<file path="config.mk">
export PLATFORM = sky130hd
export DESIGN_NAME = data_register
export DESIGN_NICKNAME = d
export VERILOG_FILES = /design/src/rtl/data_register_pkg.sv /design/src/rtl/data_register.sv
export SDC_FILE = /design/constraint.sdc
export NUM_CORES = 1
export LEC_CHECK = 0
export ABC_CLOCK_PERIOD_IN_PS = 800
export BUFFER_PORTS_ARGS = -buffer_cell sky130_fd_sc_hd__buf_2
export CAP_MARGIN = 20
export CORE_MARGIN = 1
export CORE_UTILIZATION = 40
export DETAILED_ROUTE_END_ITERATION = 10
export PLACE_DENSITY = 0.85
export SLEW_MARGIN = 0
export SYNTH_ARGS = -nofsm -noshare
export SYNTH_HDL_FRONTEND = slang
export SYNTH_SLANG_ARGS = --single-unit
</file>
<file path="constraint.sdc">
create_clock -name clk -period 0.8 [get_ports clk]
set_input_delay 0.12 -clock clk [delete_from_list [all_inputs] [get_ports clk]]
set_output_delay 0.12 -clock clk [all_outputs]
set_load 0.01 [all_outputs]
</file>
<file path="src/rtl/data_register_pkg.sv">
// Shared limits for the data register width parameter.
package data_register_pkg;
    localparam int WIDTH_MIN = 1;
    localparam int WIDTH_MAX = 1024;
endpackage

</file>
<file path="src/rtl/data_register.sv">
// Single-word storage register with write enable and asynchronous active-high reset.
// dout comes straight from the flops, so there is no combinational path from din or we.
module data_register
    import data_register_pkg::*;
#(
    parameter int               WIDTH   = 32,
    parameter logic [WIDTH-1:0] RST_VAL = '0
) (
    input  logic             clk,
    input  logic             rstn,   // active-high despite the name
    input  logic             we,
    input  logic [WIDTH-1:0] din,
    output logic [WIDTH-1:0] dout
);

    generate
        if (WIDTH < WIDTH_MIN || WIDTH > WIDTH_MAX) begin : g_bad_width
            $error("data_register: WIDTH %0d outside %0d..%0d", WIDTH, WIDTH_MIN, WIDTH_MAX);
        end
    endgenerate

    logic [WIDTH-1:0] r_word;

    always_ff @(posedge clk or posedge rstn) begin
        if (rstn)
            r_word <= RST_VAL;
        else if (we)
            r_word <= din;
    end

    assign dout = r_word;

endmodule

</file>
==> run summary, run 1 <==
WP data arrival: 0.89 ns
Ant diodes: 0
Register area share after synthesis: 59.37%
Number of endpoints failing setup at the final stage: 53
Async set-reset flop share out of synthesis: 100.0%
Die ar.: 3608 um2
Clock slew at reported path FFs: 0.11 ns
Status: finished, violations left
Chip height: 60.07 um
Synth Flop Type: dfrtp_1
Critical path class: reg -> out
CTS tree: yes
Fin util: 68.44%
Syn. warnings: 0
Post-Synthesis Cells: 69
Worst VDD drop: 0.001014 V
Failing checks: negative setup slack
DR iter-0 viols: 41
Vias/cell: 4.420
Drt pass-1 iters: 2
Clock Power Share: 32.7%
Tcrit/Tclk final: 126.1%
CP Max Fanout: 2
Buf/Inv on CP: 1
Non-filler instance count after layout: 219
Nets: 209
Number of synthesized flops with an enable pin: 0
H-Tree Depth: 2
Clk sinks: 32
Cell Count Post-Placement: 179
Pleak: 1.134 nW
Fin Clk Skew: 0 ns
Flop pwr share: 44.5%
CP max stage cell: dfrtp_1
CP Cell Sequence: buf_2
Synth area leaders: dfrtp_1 (59%), mux2_4 (33%), buf_12 (4.5%)
Hold WC Path Type: in -> reg
Final WS setup: -0.2089 ns
Routed WL: 3111 um
Residual DRC: 0
Die Span X: 60.07 um
GRT Total Usage: 17.64%
Largest area contributor in the netlist: dfrtp_1
First-pass GRT wire length: 4333 um
Cell Area, Placed: 1734 um2
Hold_ws: 0.01388 ns
Number of global-route vias before repair: 1001
Final instance area: 2141 um2
Syn avg cell area: 19.55 um2
RSZ-0062 raised after global routing: true
Total CTS buffers: 5
Core area: 3128 um2
Fin crit period: 1.009 ns
Layout cells sized above 1: 74.86%
Number of synthesized register bits: 32
Initial antenna violation count: 0
Net Sw Frac: 23.27%
Starting Density: 43.12%
Worst stage delay on the critical path: 0.41 ns
Clk_lat worst skew: 0.33 ns
Hold Violations, Final: 0
WP data required: 0.68 ns
Vias: 968
Critical path endpoint category: output pin
Synth cell count leaders: dfrtp_1 (32), mux2_4 (30), buf_12 (3), mux2_2 (2)
DP Wirelength: 2029 um
Remaining Overflow, GRT: 0
Delay-heaviest family, CP: flip-flops
Post-route ant nets: 0
Comb pwr share: 22.8%
Most common cell in the netlist: dfrtp_1
Post-synth cell types: 6
Pint: 3.229 mW
Net Count, Synth: 104
Worst slew pin tran: 0.1699 ns
Area Overhead vs Synth: 58.72%
Wirelength per Cell: 14.21 um
Switch Pwr: 0.9796 mW
Slew HR: 88.67%
Buffers on Ports: 66
CTS root buf: clkbuf_4
Cell Area, Synth: 1349 um2
Std-Cell Rows: 20
Peak Freq: 991.2 MHz
Largest net degree at the start of global routing: 33
PD cells: 1966 nW/um2
Max Slew Vio Count: 0
Startpoint types: register
Max FFs per register: 32
I/O pin count: 67
Share of the synthesized area in the top cell type: 59.37%
CTS Buffer Depth: 2
Number of max-cap violations: 0
Final RePlAce weighted congestion: 0.6988
-- cell families after synthesis --
kind of cell	Yosys count	share of synthesized area (%)
buffers and inverters	5	5.566
DFF	32	59.37
muxes	32	35.06
-- layout make-up --
type                            instances  area (um2)
Fill cell                             226       987.2
Inverter                                1       7.507
Clock inverter                          1       30.03
Timing Repair Buffer                  102       709.4
Clock buffer                            7       65.06
Multi-Input combinational cell         32       473.0
Tap cell                               44       55.05
Sequential cell                        32       800.8
-- layer usage --
layer | vias to the layer above | routed length (um) | GRT usage, %
met2 | 41 | 1818 | 32.86
li1 | 447 | - | -
met4 | 0 | 69 | 10.63
met5 | - | 0 | 0
met1 | 473 | 1073 | 16.78
met3 | 7 | 150 | 5.195
-- power groups by stage --
stage	Sequential, mW	Clock (mW)	Combinational [mW]
after floorplan	1.97	0	0.356
after global placement	1.89	0	0.707
after detailed placement	1.90	0	0.731
after CTS	1.86	1.41	0.876
after global routing	1.89	1.50	1.03
final	1.87	1.38	0.960
-- metrics by stage --
stage               setup TNS (ns)  power (mW)  setup slack [ns]
floorplan                        0       2.327           0.01281
global route                -9.504       4.416           -0.2444
global placement            -2.788       2.597          -0.09849
finish                      -7.573       4.209           -0.2089
CTS                         -7.548       4.145           -0.2231
detailed placement          -3.364       2.629           -0.1233
-- layout by cell type (no fill, tap or decap), drive strengths merged --
cell type / n
buf: 90
bufinv: 1
clkbuf: 7
clkinvlp: 1
dfrtp: 32
dlygate4sd3: 12
mux2: 32
-- path summary, 6_finish.rpt --
kind / startpoint / endpoint / slack [ns] / depth (start not counted)
max: dout[9] / dout[9] / -0.21 / 1
max in group asynchronous: rstn / dout[27] / 0.27 / 4
min in group asynchronous: rstn / dout[10] / 0.35 / 4
min reg2reg: dout[24] / dout[24] / 0.52 / 1
max reg2reg: dout[8] / dout[8] / -0.11 / 2
min: din[16] / dout[16] / 0.01 / 2
-- timing repair --
action                                 in CTS  in global routing
resized for setup                           0                  9
setup endpoints to repair                  32                 49
endpoints found under the hold margin      34                  9
cloned                                      0                  0
setup buffers                              17                  3
hold buffers                                3                  9
(Power assumes the default switching activity.)
==> run 2: changes to the inputs <==
- BUFFER_PORTS_ARGS: -buffer_cell sky130_fd_sc_hd__buf_2 -> unset
- CORE_UTILIZATION: 40 -> 54
- DONT_BUFFER_PORTS: unset -> 1
- PLACE_DENSITY: 0.85 -> 0.83
==> run 2 against run 1 <==
Effect of this change:
- the run now fails in clock tree synthesis
- synthesized area unchanged
- synthesized cell count unchanged
==> run summary, run 2 <==
Starting Density: 59.26% (+16 points)
Last step reached: clock tree synthesis
Share of the synthesized area in the top cell type: 59.37% (unchanged)
Clk sinks: 32 (unchanged)
Post-Synthesis Cells: 69 (unchanged)
Buffers on Ports: 0 (-100%)
Most common cell in the netlist: dfrtp_1
Post-Place Worst Slack: 0.03159 ns (+0.1549 ns)
CTS Buffer Depth: 2 (unchanged)
Setup bufs post-CTS: 15 (-2)
Status: did not finish
H-Tree Depth: 2 (unchanged)
Die Span X: 51.98 um (-13%)
CTS-repair resized insts: 32 (+32)
Largest area contributor in the netlist: dfrtp_1
Async set-reset flop share out of synthesis: 100.0% (unchanged)
Chip height: 51.98 um (-13%)
Syn. warnings: 0 (unchanged)
Std-Cell Rows: 17 (-15%)
I/O pin count: 67 (unchanged)
Synth Flop Type: dfrtp_1
Synth cell count leaders: dfrtp_1 (32), mux2_4 (30), buf_12 (3), mux2_2 (2)
Cell Area, Synth: 1349 um2 (unchanged)
CTS root buf: clkbuf_4
Number of synthesized register bits: 32 (unchanged)
Post-synth cell types: 6 (unchanged)
Net Count, Synth: 104 (unchanged)
CTS hold repair buffers: 33 (+30)
Total CTS buffers: 5 (unchanged)
Number of synthesized flops with an enable pin: 0 (unchanged)
Final RePlAce weighted congestion: 0.6011 (-14%)
Syn avg cell area: 19.55 um2 (unchanged)
Err: [ERROR DPL-0033] detailed placement checks failed during check placement.
Register area share after synthesis: 59.37% (unchanged)
Synth area leaders: dfrtp_1 (59%), mux2_4 (33%), buf_12 (4.5%)
## run 2: cell counts after synthesis
No cell type changed its count.
## run 2: through the flow
step	cells	instance area, um2	hold WS, ns	util, %
2_1_floorplan	69	1353	0.04837	-
3_3_place_gp	126	1577	-0.04264	69.27
3_5_place_dp	126	1577	-0.03198	69.27
## run 2: logic make-up after synthesis
family | synth area share, %
buffers and inverters | 5.566
flip-flops | 59.37
multiplexers | 35.06
==> run 3: changes to the inputs <==
- ABC_CLOCK_PERIOD_IN_PS: 800 -> 1000
- CORE_AREA: unset -> 2 2 63 65
- CORE_MARGIN: 1 -> unset
- CORE_UTILIZATION: 54 -> unset
- DIE_AREA: unset -> 0 0 65 67
- PLACE_DENSITY: 0.83 -> unset
- PLACE_DENSITY_LB_ADDON: unset -> 0.15
- clock period: 0.8 -> 1 ns (I/O delays scaled with it)
==> run 3 against run 2 <==
Effect of this change:
- the run now ends clean
==> run summary, run 3 (synthesis results as in run 1) <==
Worst Min Path Start: din[21]
CP Max Fanout: 2
Fill cell count: 330
RSZ-0062 raised after global routing: false
Number of endpoints failing setup at the final stage: 0
Setup bufs post-CTS: 0 (-15)
WP data required: 0.85 ns
Worst slew pin tran: 0.3888 ns
Slew HR: 74.08%
Worst r2r src: dout[25]
FF-to-FF setup slack: 0.18 ns
CTS Buffer Depth: 2 (unchanged)
Core area: 3606 um2
Largest net degree at the start of global routing: 33
Net Sw Frac: 22.38%
PD cells: 1888 nW/um2
Total CTS buffers: 5 (unchanged)
Layout cells sized above 1: 48.75%
Number of global-route vias before repair: 676
Initial antenna violation count: 0
R2R cell count: 1
Die Span X: 65 um (+25%)
CTS tree: yes
CTS root buf: clkbuf_8
Commonest non-fill, non-tap cell in the layout: dfrtp_1
Crit. Startpoint: dout[25]
Startpoint types: register
GRT Total Usage: 11.12%
Fin crit period: 0.8429 ns
Vias: 600
Pleak: 0.7090 nW
Worst VDD drop: 0.0007757 V
Post-route ant nets: 0
Comb pwr share: 9.3%
Fin Clk Skew: 0 ns
Clk sinks: 32 (unchanged)
Hold EP: dout[21]
Starting Density: 37.40% (-22 points)
Chip height: 67 um (+29%)
Clock slew at reported path FFs: 0.06 ns
Hold depth: 1
Drt pass-1 iters: 2
Max Slew Vio Count: 0
Critical path endpoint category: output pin
Ant diodes: 0
Die ar.: 4355 um2
Number of max-cap violations: 0
Switch Pwr: 0.6317 mW
Nets: 114
Clock Power Share: 34.7%
Wirelength per Cell: 16.56 um
H-Tree Depth: 2 (unchanged)
Std-Cell Rows: 22 (+5)
Peak Freq: 1186 MHz
I/O pin count: 67 (unchanged)
Tcrit/Tclk final: 84.29%
Register area: 800.8 um2
Max FFs per register: 32
Area Overhead vs Synth: 10.85%
Setup TNS: 0 ns
Remaining Overflow, GRT: 0
Vias/cell: 4.688
Hold WC Path Type: in -> reg
Final RePlAce weighted congestion: 0.5422 (-9.8%)
Buffers on Ports: 0 (unchanged)
Status: completed
Pint: 2.191 mW
WP data arrival: 0.69 ns
First-pass GRT wire length: 3498 um
Clk_lat worst skew: 0.27 ns
DR iter-0 viols: 15
Hold Violations, Final: 0
Hold_ws: 0.02132 ns
Critical path class: reg -> out
Most frequent cells in the layout: dfrtp_1 (32), mux2_4 (30), clkbuf_8 (6), dlygate4sd3_1 (6)
Reg2reg end: dout[25]
Routed WL: 2120 um
Residual DRC: 0
Multi-input logic area: 473.0 um2
Flop pwr share: 56.0%
DP Wirelength: 1398 um
-- run 3: cell type report --
class                      count  area share (%)
clock buffer                   8           6.025
inverter                       1          0.2510
multi-input combinational     32           31.63
sequential                    32           53.56
tap                           48           4.017
timing repair buffer           7           4.519
-- run 3: through the flow --
stage | instance area (um2) | total power, mW | setup slack, ns | utilization, % | std cells
3_5_place_dp | 1345 | 1.853 | 0.1866 | 37.30 | 114
6_report | 1495 | 2.823 | 0.1571 | 41.46 | 128
2_1_floorplan | 1349 | 1.861 | 0.1592 | - | 69
3_3_place_gp | 1345 | 1.850 | 0.1908 | 37.30 | 114
4_1_cts | 1445 | 2.868 | 0.1387 | 40.08 | 123
5_1_grt | 1495 | 3.002 | 0.1124 | 41.46 | 128
-- run 3: layer usage --
layer / vias up / wire (um) / part of all wire, % / global-route usage, %
met5: - / 0 / 0 / 0
met4: 0 / 40 / 1.9 / 4.787
met3: 6 / 303 / 14 / 8.446
met2: 49 / 942 / 44 / 16.75
met1: 291 / 834 / 39 / 11.54
li1: 254 / - / - / -
-- run 3: how the worst max path moves through the flow --
stage	slack, ns	cells past startpoint	endpoint
finish	0.16	0	dout[25]
global route	0.11	0	dout[11]
CTS	0.14	0	dout[10]
detailed placement	0.19	1	dout[10]
global placement	0.19	1	dout[5]
floorplan	0.16	1	dout[0]
-- run 3: power by group through the flow --
stage                     Sequential [mW]  Combinational [mW]  Clock [mW]
after floorplan                      1.58               0.284           0
after global placement               1.61               0.244           0
after detailed placement             1.60               0.248           0
after CTS                            1.58               0.252        1.03
after global routing                 1.60               0.288        1.11
final                                1.58               0.262       0.979
-- run 3: timing repair --
action,CTS,global route
hold endpoints to repair,32,5
resized for setup,0,0
hold buffers,1,5
